File: config.mk
export PLATFORM = sky130hd
export DESIGN_NAME = alu_seq_exec
export DESIGN_NICKNAME = d
export VERILOG_FILES = /design/src/rtl/alu_seq_exec.sv
export SDC_FILE = /design/constraint.sdc
export NUM_CORES = 1
export LEC_CHECK = 0
export BUFFER_PORTS_ARGS = -buffer_cell sky130_fd_sc_hd__buf_4
export CORE_AREA = 5 5 154 156
export DETAILED_ROUTE_END_ITERATION = 6
export DIE_AREA = 0 0 159 161
export PLACE_DENSITY = 0.75
export SLEW_MARGIN = 5
export SYNTH_ARGS = -nofsm -noshare
export SYNTH_HDL_FRONTEND = slang
export SYNTH_SLANG_ARGS = --single-unit
File: constraint.sdc
create_clock -name clk -period 3.2 [get_ports clk]
set_input_delay 0.16 -clock clk [delete_from_list [all_inputs] [get_ports clk]]
set_output_delay 0.16 -clock clk [all_outputs]
set_load 0.05 [all_outputs]
File: src/rtl/alu_seq_exec.sv
// alu_seq_exec: execute-stage ALU with a registered result over valid/ready.
// Logic, arithmetic and compare ops finish in one cycle; shifts run one bit
// position per cycle.
//
// Ports:
//   clk, rst_n            clock (rising edge), asynchronous active-low reset
//   in_valid / in_ready   request handshake; in_ready is high only in IDLE
//   aluop                 4-bit op code from the ALU control decoder
//   arith                 1001 only: 1 = SRA, 0 = SRL
//   is_unsigned           0111/1011 only: 1 = unsigned compare
//   operand_a, operand_b  operands; operand_b low log2(WIDTH) bits = shift amount
//   out_valid / out_ready result handshake; out_valid is high only in DONE
//   result, zero          registered result and its zero flag

module alu_seq_exec #(
    parameter int unsigned WIDTH = 32
) (
    input  logic             clk,
    input  logic             rst_n,
    input  logic             in_valid,
    output logic             in_ready,
    input  logic [3:0]       aluop,
    input  logic             arith,
    input  logic             is_unsigned,
    input  logic [WIDTH-1:0] operand_a,
    input  logic [WIDTH-1:0] operand_b,
    output logic             out_valid,
    input  logic             out_ready,
    output logic [WIDTH-1:0] result,
    output logic             zero
);

    localparam int unsigned SHW = $clog2(WIDTH);

    typedef enum logic [1:0] {
        IDLE  = 2'd0,
        SHIFT = 2'd1,
        DONE  = 2'd2
    } state_e;

    typedef enum logic [3:0] {
        OP_AND = 4'b0000,
        OP_OR  = 4'b0001,
        OP_ADD = 4'b0010,
        OP_SUB = 4'b0110,
        OP_LT  = 4'b0111,
        OP_SLL = 4'b1000,
        OP_SRX = 4'b1001,
        OP_XOR = 4'b1010,
        OP_GE  = 4'b1011,
        OP_EQ  = 4'b1110
    } alu_op_e;

    state_e           state_q, state_d;
    logic [WIDTH-1:0] result_q, result_d;
    logic             zero_q, zero_d;
    logic [WIDTH-1:0] work_q, work_d;
    logic [SHW-1:0]   cnt_q, cnt_d;
    logic             left_q, left_d;   // 1 = SLL, 0 = right shift
    logic             arith_q, arith_d;

    logic [SHW-1:0]   shamt;
    logic             is_shift;
    logic             lt_flag;
    logic [WIDTH-1:0] alu_res;
    logic [WIDTH-1:0] shifted;

    assign shamt    = operand_b[SHW-1:0];
    assign is_shift = (aluop == OP_SLL) || (aluop == OP_SRX);

    // Single-cycle datapath, evaluated on the live inputs at accept.
    always_comb begin
        if (is_unsigned) begin
            lt_flag = operand_a < operand_b;
        end else begin
            lt_flag = $signed(operand_a) < $signed(operand_b);
        end
    end

    always_comb begin
        alu_res = '0;
        case (aluop)
            OP_AND:  alu_res = operand_a & operand_b;
            OP_OR:   alu_res = operand_a | operand_b;
            OP_XOR:  alu_res = operand_a ^ operand_b;
            OP_ADD:  alu_res = operand_a + operand_b;
            OP_SUB:  alu_res = operand_a - operand_b;
            OP_LT:   alu_res = {{(WIDTH-1){1'b0}}, lt_flag};
            OP_GE:   alu_res = {{(WIDTH-1){1'b0}}, ~lt_flag};
            OP_EQ:   alu_res = {{(WIDTH-1){1'b0}}, operand_a == operand_b};
            default: alu_res = '0;
        endcase
    end

    // One-bit step of the iterative shifter; SRA replicates the current MSB.
    always_comb begin
        if (left_q) begin
            shifted = {work_q[WIDTH-2:0], 1'b0};
        end else begin
            shifted = {arith_q & work_q[WIDTH-1], work_q[WIDTH-1:1]};
        end
    end

    always_comb begin
        state_d  = state_q;
        result_d = result_q;
        zero_d   = zero_q;
        work_d   = work_q;
        cnt_d    = cnt_q;
        left_d   = left_q;
        arith_d  = arith_q;
        case (state_q)
            IDLE: begin
                if (in_valid) begin
                    left_d  = (aluop == OP_SLL);
                    arith_d = arith;
                    if (!is_shift) begin
                        result_d = alu_res;
                        zero_d   = (alu_res == '0);
                        state_d  = DONE;
                    end else if (shamt == '0) begin
                        result_d = operand_a;
                        zero_d   = (operand_a == '0);
                        state_d  = DONE;
                    end else begin
                        work_d  = operand_a;
                        cnt_d   = shamt;
                        state_d = SHIFT;
                    end
                end
            end
            SHIFT: begin
                work_d = shifted;
                cnt_d  = cnt_q - SHW'(1);
                if (cnt_q == SHW'(1)) begin
                    result_d = shifted;
                    zero_d   = (shifted == '0);
                    state_d  = DONE;
                end
            end
            DONE: begin
                if (out_ready) begin
                    state_d = IDLE;
                end
            end
            default: state_d = IDLE;
        endcase
    end

    always_ff @(posedge clk or negedge rst_n) begin
        if (!rst_n) begin
            state_q  <= IDLE;
            result_q <= '0;
            zero_q   <= 1'b1;
            work_q   <= '0;
            cnt_q    <= '0;
            left_q   <= 1'b0;
            arith_q  <= 1'b0;
        end else begin
            state_q  <= state_d;
            result_q <= result_d;
            zero_q   <= zero_d;
            work_q   <= work_d;
            cnt_q    <= cnt_d;
            left_q   <= left_d;
            arith_q  <= arith_d;
        end
    end

    assign in_ready  = (state_q == IDLE);
    assign out_valid = (state_q == DONE);
    assign result    = result_q;
    assign zero      = zero_q;

endmodule

==> results of run 1 <==
[registers in the layout, summed over array words and instances, names as in the netlist]
name     cells
cnt_q        5
zero         1
state_q      2
work_q      32
result      32
arith_q      1
left_q       1
[worst min path at each step]
stage and to:
3_3_place_gp result[27], 2_1_floorplan arith_q, 3_5_place_dp result[27], 4_1_cts work_q[20], 5_1_grt state_q[1], 6_report result[27]
[worst max-delay path, delay by kind of cell]
kind | cells | cell delay (ns)
adder cells (fa/ha/maj) | 2 | 0.64
AO/OA/AOI/OAI | 7 | 1.62
AND/OR/NAND/NOR | 4 | 0.61
buffers and inverters | 3 | 0.41
[layout make-up]
class,instances,area (um^2)
Multi-Input combinational cell,1118,7373
Timing Repair Buffer,401,3052
Inverter,107,414.1
Fill cell,2071,8859
Sequential cell,74,1854
Tap cell,285,356.6
Clock inverter,6,90.09
Clock buffer,10,229.0
[per-layer routing]
layer,GRT usage,wire (um)
met1,0.4081,16800
met2,0.5232,19440
met3,0.06736,4319
met4,0.1586,2618
met5,0,0
[kinds of logic after synthesis]
logic type | Yosys count | synth area share
mux | 45 | 0.04724
xor+xnor | 11 | 0.009858
compound gates | 475 | 0.3132
flops | 74 | 0.1896
simple gates | 486 | 0.2345
buf+inv | 192 | 0.07477
fa+ha+maj | 101 | 0.1308
[timing repair]
item                       in CTS  in global routing
setup endpoints to repair       2                 13
gates resized for setup         5                 35
buffers inserted                1                  2
pin swaps                       9                 16
[through the flow]
| stage | instance area [um^2] | setup WS, ns |
|---|---|---|
| floorplan | 9801 | -0.01816 |
| finish | 13370 | 0.01960 |
| CTS | 13210 | 0.009778 |
| global route | 13370 | -0.09644 |
| global placement | 12870 | -0.3656 |
| detailed placement | 12870 | -0.4083 |
[power groups by stage]
stage / Clock, mW / Sequential [mW] / Combinational, mW
after detailed placement: 0 / 1.75 / 3.89
after CTS: 1.10 / 1.74 / 3.92
after global routing: 1.14 / 1.81 / 4.31
final: 1.10 / 1.77 / 4.02
after global placement: 0 / 1.74 / 3.82
after floorplan: 0 / 2.32 / 1.68
[placed cells by master (no fill, tap or decap), drive strengths merged, types with 17 or more instances in the layout]
| cell type | count |
|---|---|
| nor4 | 28 |
| ha | 99 |
| o31ai | 23 |
| dfrtp | 73 |
| nor2b | 24 |
| a211oi | 33 |
| nand3 | 27 |
| nor2 | 145 |
| a21o | 27 |
| nor3 | 39 |
| nand4 | 17 |
| nand2 | 148 |
| inv | 108 |
| o21ai | 114 |
| a21oi | 139 |
| o211ai | 20 |
| buf | 401 |
| mux2i | 36 |
==> results.yml, run 1 <==
placement:
  dp.cells: 1982
  gp_congestion: 1.038
  io_buffers: 108
  hpwl_um: 35160
critical_path:
  r2r_start: "left_q"
  critPathMaxStageDelay_ns: 0.40
  cp-end-kind: "register"
  critPathLaunch: "operand_a[0]"
  crit_chain: "buf_12 -> buf_4 -> ha_1 -> fa_2 -> a211o_1 -> a211o_1 -> nand3_1 -> o211ai_1 -> a21oi_1 -> buf_4 -> nor3_1 -> a31oi_1 -> o21ai_1 -> nor4_2 -> nand4_1 -> o41ai_2"
  ff2ff_setup_slack_ns: 0.09
  critPathKind: "primary input to register"
  crit_path_top_delay_cell: "fa_2"
  worstPathRequired_ns: 3.45
  path_max_fanout: 4
  endpoint: "zero"
  critPathArrivalTime_ns: 3.43
  start_kind: "primary input"
  ff2ff_path_depth: 12
  r2r_end: "zero"
global_route:
  track_usage: 0.3222
  grt_pass1_wl_um: 66930
  grt.overflow.total: 0
  grt_pass1_vias: 11993
  grt_max_degree: 80
  antenna_found_initial: 0
sta:
  worstMarginPinSlew_ns: 1.074
  rsz0062_at_grt: "yes"
  period_share: 0.9939
  setup_viol: 0
  fmax_ghz: 0.3144
  slew_violations: 0
  hold_viol: 46
  finalSetupTns_ns: 0
  timing.hold.ws_ns: -0.04075
  skew_ns: 0.009776
  slew-limit-headroom: 0.2785
  fin_crit_ns: 3.180
power_and_ir_drop:
  peakVddDrop_mv: 0.4415
  power.total_mw: 6.890
  powerDensity_nw_per_um2: 515.4
  switching_share: 0.4801
  p_leak_nw: 6.443
  seq_power_share: 0.257
  net-switching-power_mw: 3.308
  p_int_mw: 3.582
  comb_power_share: 0.583
  p_clk_frac: 0.159
yosys:
  synth_fp_nets: 1559
  syn_inst: 1384
  ys_seq_area_frac: 0.1896
  synth.area.top_cells: "dfrtp_1 19%, ha_1 13%, a21oi_1 7.1%"
  synth_edf_count: 0
  ys_warn_count: 0
  synth.top_cells.by_count: "147 x nand2_1, 145 x nor2_1, 138 x a21oi_1"
  yosysTopAreaCell: "dfrtp_1"
  synth_top_area_share: 0.1869
  synth.most_common_cell: "nand2_1"
  async_flop_share: 1.000
  synthDistinctLibCells: 81
  ys_ff_latch: 74
  synth_area_um2: 9773
  syn_avg_cell_area_um2: 7.062
  yosys_most_used_dff: "dfrtp_1"
cts:
  cts_htree_levels: 3
  clkSinkCount: 74
  cts_buffer_depth: 2
  clk_pin_slew_ns: 0.06
  cts_hold_buf: 0
  cts_tree: "built"
  cts-root-buf: "clkbuf_16"
  cts_made_buffers: 9
  clk_latency_ns: 0.34
floorplanning:
  io_pins: 109
  coreArea_um2: 22230
  die_h_um: 161
  initial_core_util: 0.4397
  dieArea_um2: 25600
  die_x_um: 159
  num_rows: 55
routing:
  wl_per_cell_um: 21.58
  drt_pass1_iterations: 6
  vias_per_cell: 6.148
  drc_errors: 0
  ant_nets: 0
  postRouteWirelength_um: 43190
  num_vias: 12303
  drtIter0Drc: 1244
final_layout:
  final_cells: 2001
  drive_gt1_frac: 0.2815
  syn_to_final_growth_pct: 36.79
  fin_util: 0.6015
  finalNetCount: 1886
  antennaDiodeCount: 0
job:
  maxCapViolations: 0
status:
  status: "finished with violations"
  violations: "hold timing"
min_path:
  hp-class: "primary input to async pin"
No activity file was read; power rests on OpenSTA's default activity.
==> run 2: changes to the inputs <==
- RECOVER_POWER: default -> 25
==> run 2 against run 1 <==
The flow finishes with violations (capacitance limit, slew limit). Critical path depth unchanged. Via count fell by 0.15%. First-iteration DRC count unchanged. Critical path type unchanged. Highest routed layer unchanged.
==> results.yml, run 2 (synthesis results as in run 1) <==
critical_path:
  critPathMaxStageDelay_ns: 0.40
  crit_chain: "buf_12 -> buf_4 -> ha_1 -> fa_2 -> a211o_1 -> a211o_1 -> nand3_1 -> o211ai_1 -> a21oi_1 -> buf_4 -> nor3_1 -> a31oi_1 -> o21ai_1 -> nor4_2 -> nand4_1 -> o41ai_2"
  worstPathRequired_ns: 3.45
  critPathKind: "primary input to register"
  crit_path_top_delay_cell: "fa_2"
  cp-end-kind: "register"
  path_max_fanout: 4
  critPathArrivalTime_ns: 3.43
  start_kind: "primary input"
placement:
  place_ws_ns: -0.4083
  hpwl_um: 35160
  gp_congestion: 1.038
  dp.cells: 1982
  io_buffers: 108
routing:
  routed-wl-met2_um: 19460
  ant_nets: 0
  wl_per_cell_um: 21.59
  drc_errors: 0
  wl_met1_um: 16870
  drtIter0Drc: 1244
  drt_pass1_iterations: 6
  postRouteWirelength_um: 43210
  num_vias: 12285
  vias_per_cell: 6.139
  wl_met3_um: 4286
  dr.max_layer_used: "met4"
cts:
  cts-root-buf: "clkbuf_16"
  clkSinkCount: 74
  clk_latency_ns: 0.34
  cts_buffer_depth: 2
  cts_htree_levels: 3
  cts_tree: "built"
  clk_pin_slew_ns: 0.06
  cts_made_buffers: 9
power_and_ir_drop:
  power.total_mw: 6.890
  peakVddDrop_mv: 0.4415
  powerDensity_nw_per_um2: 515.5
  p_leak_nw: 6.442
final_layout:
  syn_to_final_growth_pct: 36.77
  antennaDiodeCount: 0
  layout_commonest_cell: "buf_4"
  final_cells: 2001
  final_cell_mix: "396 x buf_4, 147 x nand2_1, 144 x nor2_1"
  finalNetCount: 1886
  drive_gt1_frac: 0.2815
floorplanning:
  die_x_um: 159
  num_rows: 55
  initial_core_util: 0.4397
  io_pins: 109
  dieArea_um2: 25600
  coreArea_um2: 22230
  die_h_um: 161
sta:
  fin_crit_ns: 3.180
  hold_viol: 0
  slew-limit-headroom: -0.2445
  setup_viol: 0
  rsz0062_at_grt: "yes"
  finalSetupTns_ns: 0
  skew_ns: 0.009790
  worstMarginPinSlew_ns: 1.867
  period_share: 0.9939
  fmax_ghz: 0.3144
  worst_slack_ns: 0.01962
  timing.hold.ws_ns: 0.01974
  slew_violations: 75
global_route:
  grt.overflow.total: 0
  grt_pass1_vias: 11993
  antenna_found_initial: 0
  grt_pass1_wl_um: 66930
  track_usage: 0.3222
  grt_max_degree: 80
status:
  status: "finished with violations"
  violations: "capacitance limit, slew limit"
job:
  maxCapViolations: 1
min_path:
  hp-class: "primary input to register"
-- run 2: cell count changes in the layout (fill, tap and decap cells not counted) --
cell and delta:
buf_4 -1, clkbuf_2 +1
-- run 2: stage by stage --
stage | utilization | area (um^2)
final | 0.6014 | 13370
after global routing | 0.6014 | 13370
after CTS | 0.5944 | 13210
after detailed placement | 0.5789 | 12870
after global placement | 0.5789 | 12870
after floorplan | - | 9801
-- run 2: cell type report --
class / count / area (um^2)
fillers: 2072 / 8861
clock inverters: 6 / 90.09
repair buffers: 401 / 3049
multi-input cells: 1118 / 7373
well taps: 285 / 356.6
flip-flops and latches: 74 / 1854
clock buffers: 10 / 229.0
inverters: 107 / 414.1
-- run 2: timing repair --
action	in CTS	in global routing
setup buffers	1	2
pin swaps	9	16
hold endpoints to repair	0	0
hold buffers	0	0
setup endpoints to repair	2	13
resized for setup	5	35
-- run 2: power breakdown --
group          switching (mW)  leakage, nW  total, mW  internal [mW]
clock network           0.412        0.153       1.10          0.686
registers               0.412        0.925       1.77           1.36
logic                    2.48         5.36       4.02           1.53
-- run 2: per-layer routing --
layer,up-vias,global-route usage
li1,5661,-
met1,5763,0.4081
met2,708,0.5232
met3,153,0.06736
met4,0,0.1586
met5,-,0
-- run 2: worst paths after layout --
path                                   start  cells past startpoint    endpoint  slack, ns
worst max-delay path            operand_a[0]                     16        zero       0.02
worst min-delay path               out_ready                      2  state_q[1]       0.02
worst max register to register        left_q                     12        zero       0.08
worst min register to register    result[25]                      2  result[25]       0.49
max in group asynchronous              rst_n                      1      left_q       1.65
min in group asynchronous              rst_n                      1  result[27]       0.33
-- run 2: critical path, delay by kind of cell --
family	cells	cell delay (ns)
and+or+nand+nor	4	0.61
adders and majority gates	2	0.64
buffers and inverters	3	0.41
AOI/OAI and AO/OA	7	1.62
==> run 3: changes to the inputs <==
- CORE_AREA: 5 5 154 156 -> 2 2 151 153
- DIE_AREA: 0 0 159 161 -> 0 0 153 155
==> run 3 against run 2 <==
The flow finishes with violations (capacitance limit, slew limit, setup timing). Sequential power about the same. Non-clock buffer count down 15. First-iteration DRC count down 1.8%. Worst setup slack worse by 0.083 ns. Utilization down 0.12 points. Via count down 0.48%. Maximum frequency down 2.6%. Cell count down 0.70%. Clock skew down 0.0031 ns. Register-to-register slack worse by 0.14 ns. Final area down 0.21%. Largest cell class unchanged. Highest routed layer unchanged.
==> results.yml, run 3 (synthesis results as in run 1) <==
status:
  status: "finished with violations"
  violations: "capacitance limit, slew limit, setup timing"
global_route:
  track_usage: 0.3473
  grt_util_met2: 0.5631
  antenna_found_initial: 0
  use_met1: 0.4402
  grt_pass1_wl_um: 65490
  grt.busiest_layer: "met2"
  grt.overflow.total: 0
  met3_usage: 0.05794
  grt_pass1_vias: 11957
  grt_max_degree: 80
power_and_ir_drop:
  p_leak_nw: 6.392
  powerDensity_nw_per_um2: 519.9
  seq_power_share: 0.257
  net-switching-power_mw: 3.296
  p_clk_frac: 0.169
  p_int_mw: 3.638
  switching_share: 0.4753
  comb_power_share: 0.574
  peakVddDrop_mv: 0.4399
  power.total_mw: 6.935
placement:
  place_ws_ns: -0.4302
  gp_congestion: 1.016
  hpwl_um: 34110
  io_buffers: 108
  placed_area_um2: 12790
sta:
  fmax_ghz: 0.3064
  slew_violations: 75
  skew_ns: 0.006644
  worst_slack_ns: -0.06380
  hold_viol: 0
  period_share: 1.020
  slew-limit-headroom: -0.2422
  fin_crit_ns: 3.264
  rsz0062_at_grt: "yes"
  worstMarginPinSlew_ns: 1.863
  setup_viol: 2
final_layout:
  layout_commonest_cell: "buf_4"
  drive_gt1_frac: 0.2765
  finalNetCount: 1871
  fill_cells: 2030
  multiInputGateArea_um2: 7403
  final_cell_mix: "378 x buf_4, 147 x nand2_1, 145 x nor2_1"
  syn_to_final_growth_pct: 36.49
  fin_area_um2: 13340
  seq_area_um2: 1854
routing:
  drc_errors: 0
  wl_per_cell_um: 21.47
  drtIter0Drc: 1221
  vias_per_cell: 6.153
  postRouteWirelength_um: 42660
  drt_pass1_iterations: 5
  ant_nets: 0
  num_vias: 12226
cts:
  clkSinkCount: 74
  cts_tree: "built"
  cts_htree_levels: 3
  cts_made_buffers: 9
  cts_buffer_depth: 2
  clk_latency_ns: 0.34
  cts-root-buf: "clkbuf_16"
  clk_pin_slew_ns: 0.06
  cts_hold_buf: 0
floorplanning:
  dieArea_um2: 23720
  coreArea_um2: 22230
  die_h_um: 155
  die_x_um: 153
  initial_core_util: 0.4397
  io_pins: 109
  num_rows: 55
critical_path:
  crit_path_top_delay_cell: "or4_1"
  crit_family: "simple AND/OR/NAND/NOR gates"
  critPathMaxStageDelay_ns: 0.57
  worstPathRequired_ns: 3.44
  ff2ff_setup_slack_ns: -0.06
  cp-end-kind: "register"
  critPathArrivalTime_ns: 3.51
  path_max_fanout: 2
  crit_top_cell: "nand4_1"
  worst-path-buf-inv: 0
  start_kind: "register"
  critPathKind: "register to register"
  crit_chain: "or4_1 -> nor4_1 -> a31oi_1 -> or4b_1 -> o21ai_2 -> o2111a_1 -> nand4_1 -> nor4_2 -> nand4_1 -> o41ai_2"
job:
  maxCapViolations: 1
min_path:
  hp-class: "primary input to register"
-- run 3: power by group through the flow --
| stage | registers, mW | logic, mW | clock network, mW |
|---|---|---|---|
| 6_report | 1.78 | 3.98 | 1.17 |
| 5_1_grt | 1.82 | 4.26 | 1.21 |
| 4_1_cts | 1.75 | 3.87 | 1.17 |
| 3_5_place_dp | 1.76 | 3.84 | 0 |
| 3_3_place_gp | 1.75 | 3.77 | 0 |
| 2_1_floorplan | 2.32 | 1.68 | 0 |
-- run 3: path summary, 6_finish.rpt --
check | from | endpoint | cells after the start
worst min register to register | result[22] | result[22] | 1
worst max-delay path | work_q[29] | zero | 10
min in group asynchronous | rst_n | result[27] | 1
worst max register to register | work_q[29] | zero | 10
worst min-delay path | out_ready | state_q[1] | 2
max in group asynchronous | rst_n | left_q | 1
-- run 3: metrics by stage --
step | hold slack, ns | std cells | TNS [ns] | utilization
global placement | 0.3527 | 1968 | -4.577 | 0.5753
detailed placement | 0.3599 | 1968 | -5.353 | 0.5753
CTS | 0.001205 | 1983 | -0.01071 | 0.5928
floorplan | -0.1356 | 1384 | -0.02674 | -
finish | 0.01407 | 1987 | -0.09047 | 0.6001
global route | 0.008879 | 1985 | -0.4800 | 0.5999
-- run 3: routing by layer --
layer / vias up / part of all wire
met4: 0 / 0.068
met2: 714 / 0.44
met3: 186 / 0.091
met1: 5704 / 0.40
met5: - / 0
li1: 5622 / -
-- run 3: timing repair --
| item | 4_1_cts | 5_1_grt |
|---|---|---|
| buffers inserted | 0 | 2 |
| pin swaps | 2 | 13 |
| resized for setup | 11 | 37 |
| setup endpoints to repair | 3 | 16 |
-- run 3: cell type report --
class                   instances  share of cell area
diodes                          2           0.0003752
clock buffers                   9             0.01688
clock inverters                 6            0.008630
inverters                     107             0.03105
multi-input cells            1118              0.5550
flip-flops and latches         74              0.1390
well taps                     285             0.02673
repair buffers                386              0.2223
-- run 3: worst reg2reg max path: stages, from the launching register on --
cell and delay [ns]:
dfrtp_1 0.40, or4_1 0.58, nor4_1 0.24, a31oi_1 0.07, or4b_1 0.53, o21ai_2 0.27
o2111a_1 0.22, nand4_1 0.15, nor4_2 0.23, nand4_1 0.18, o41ai_2 0.31
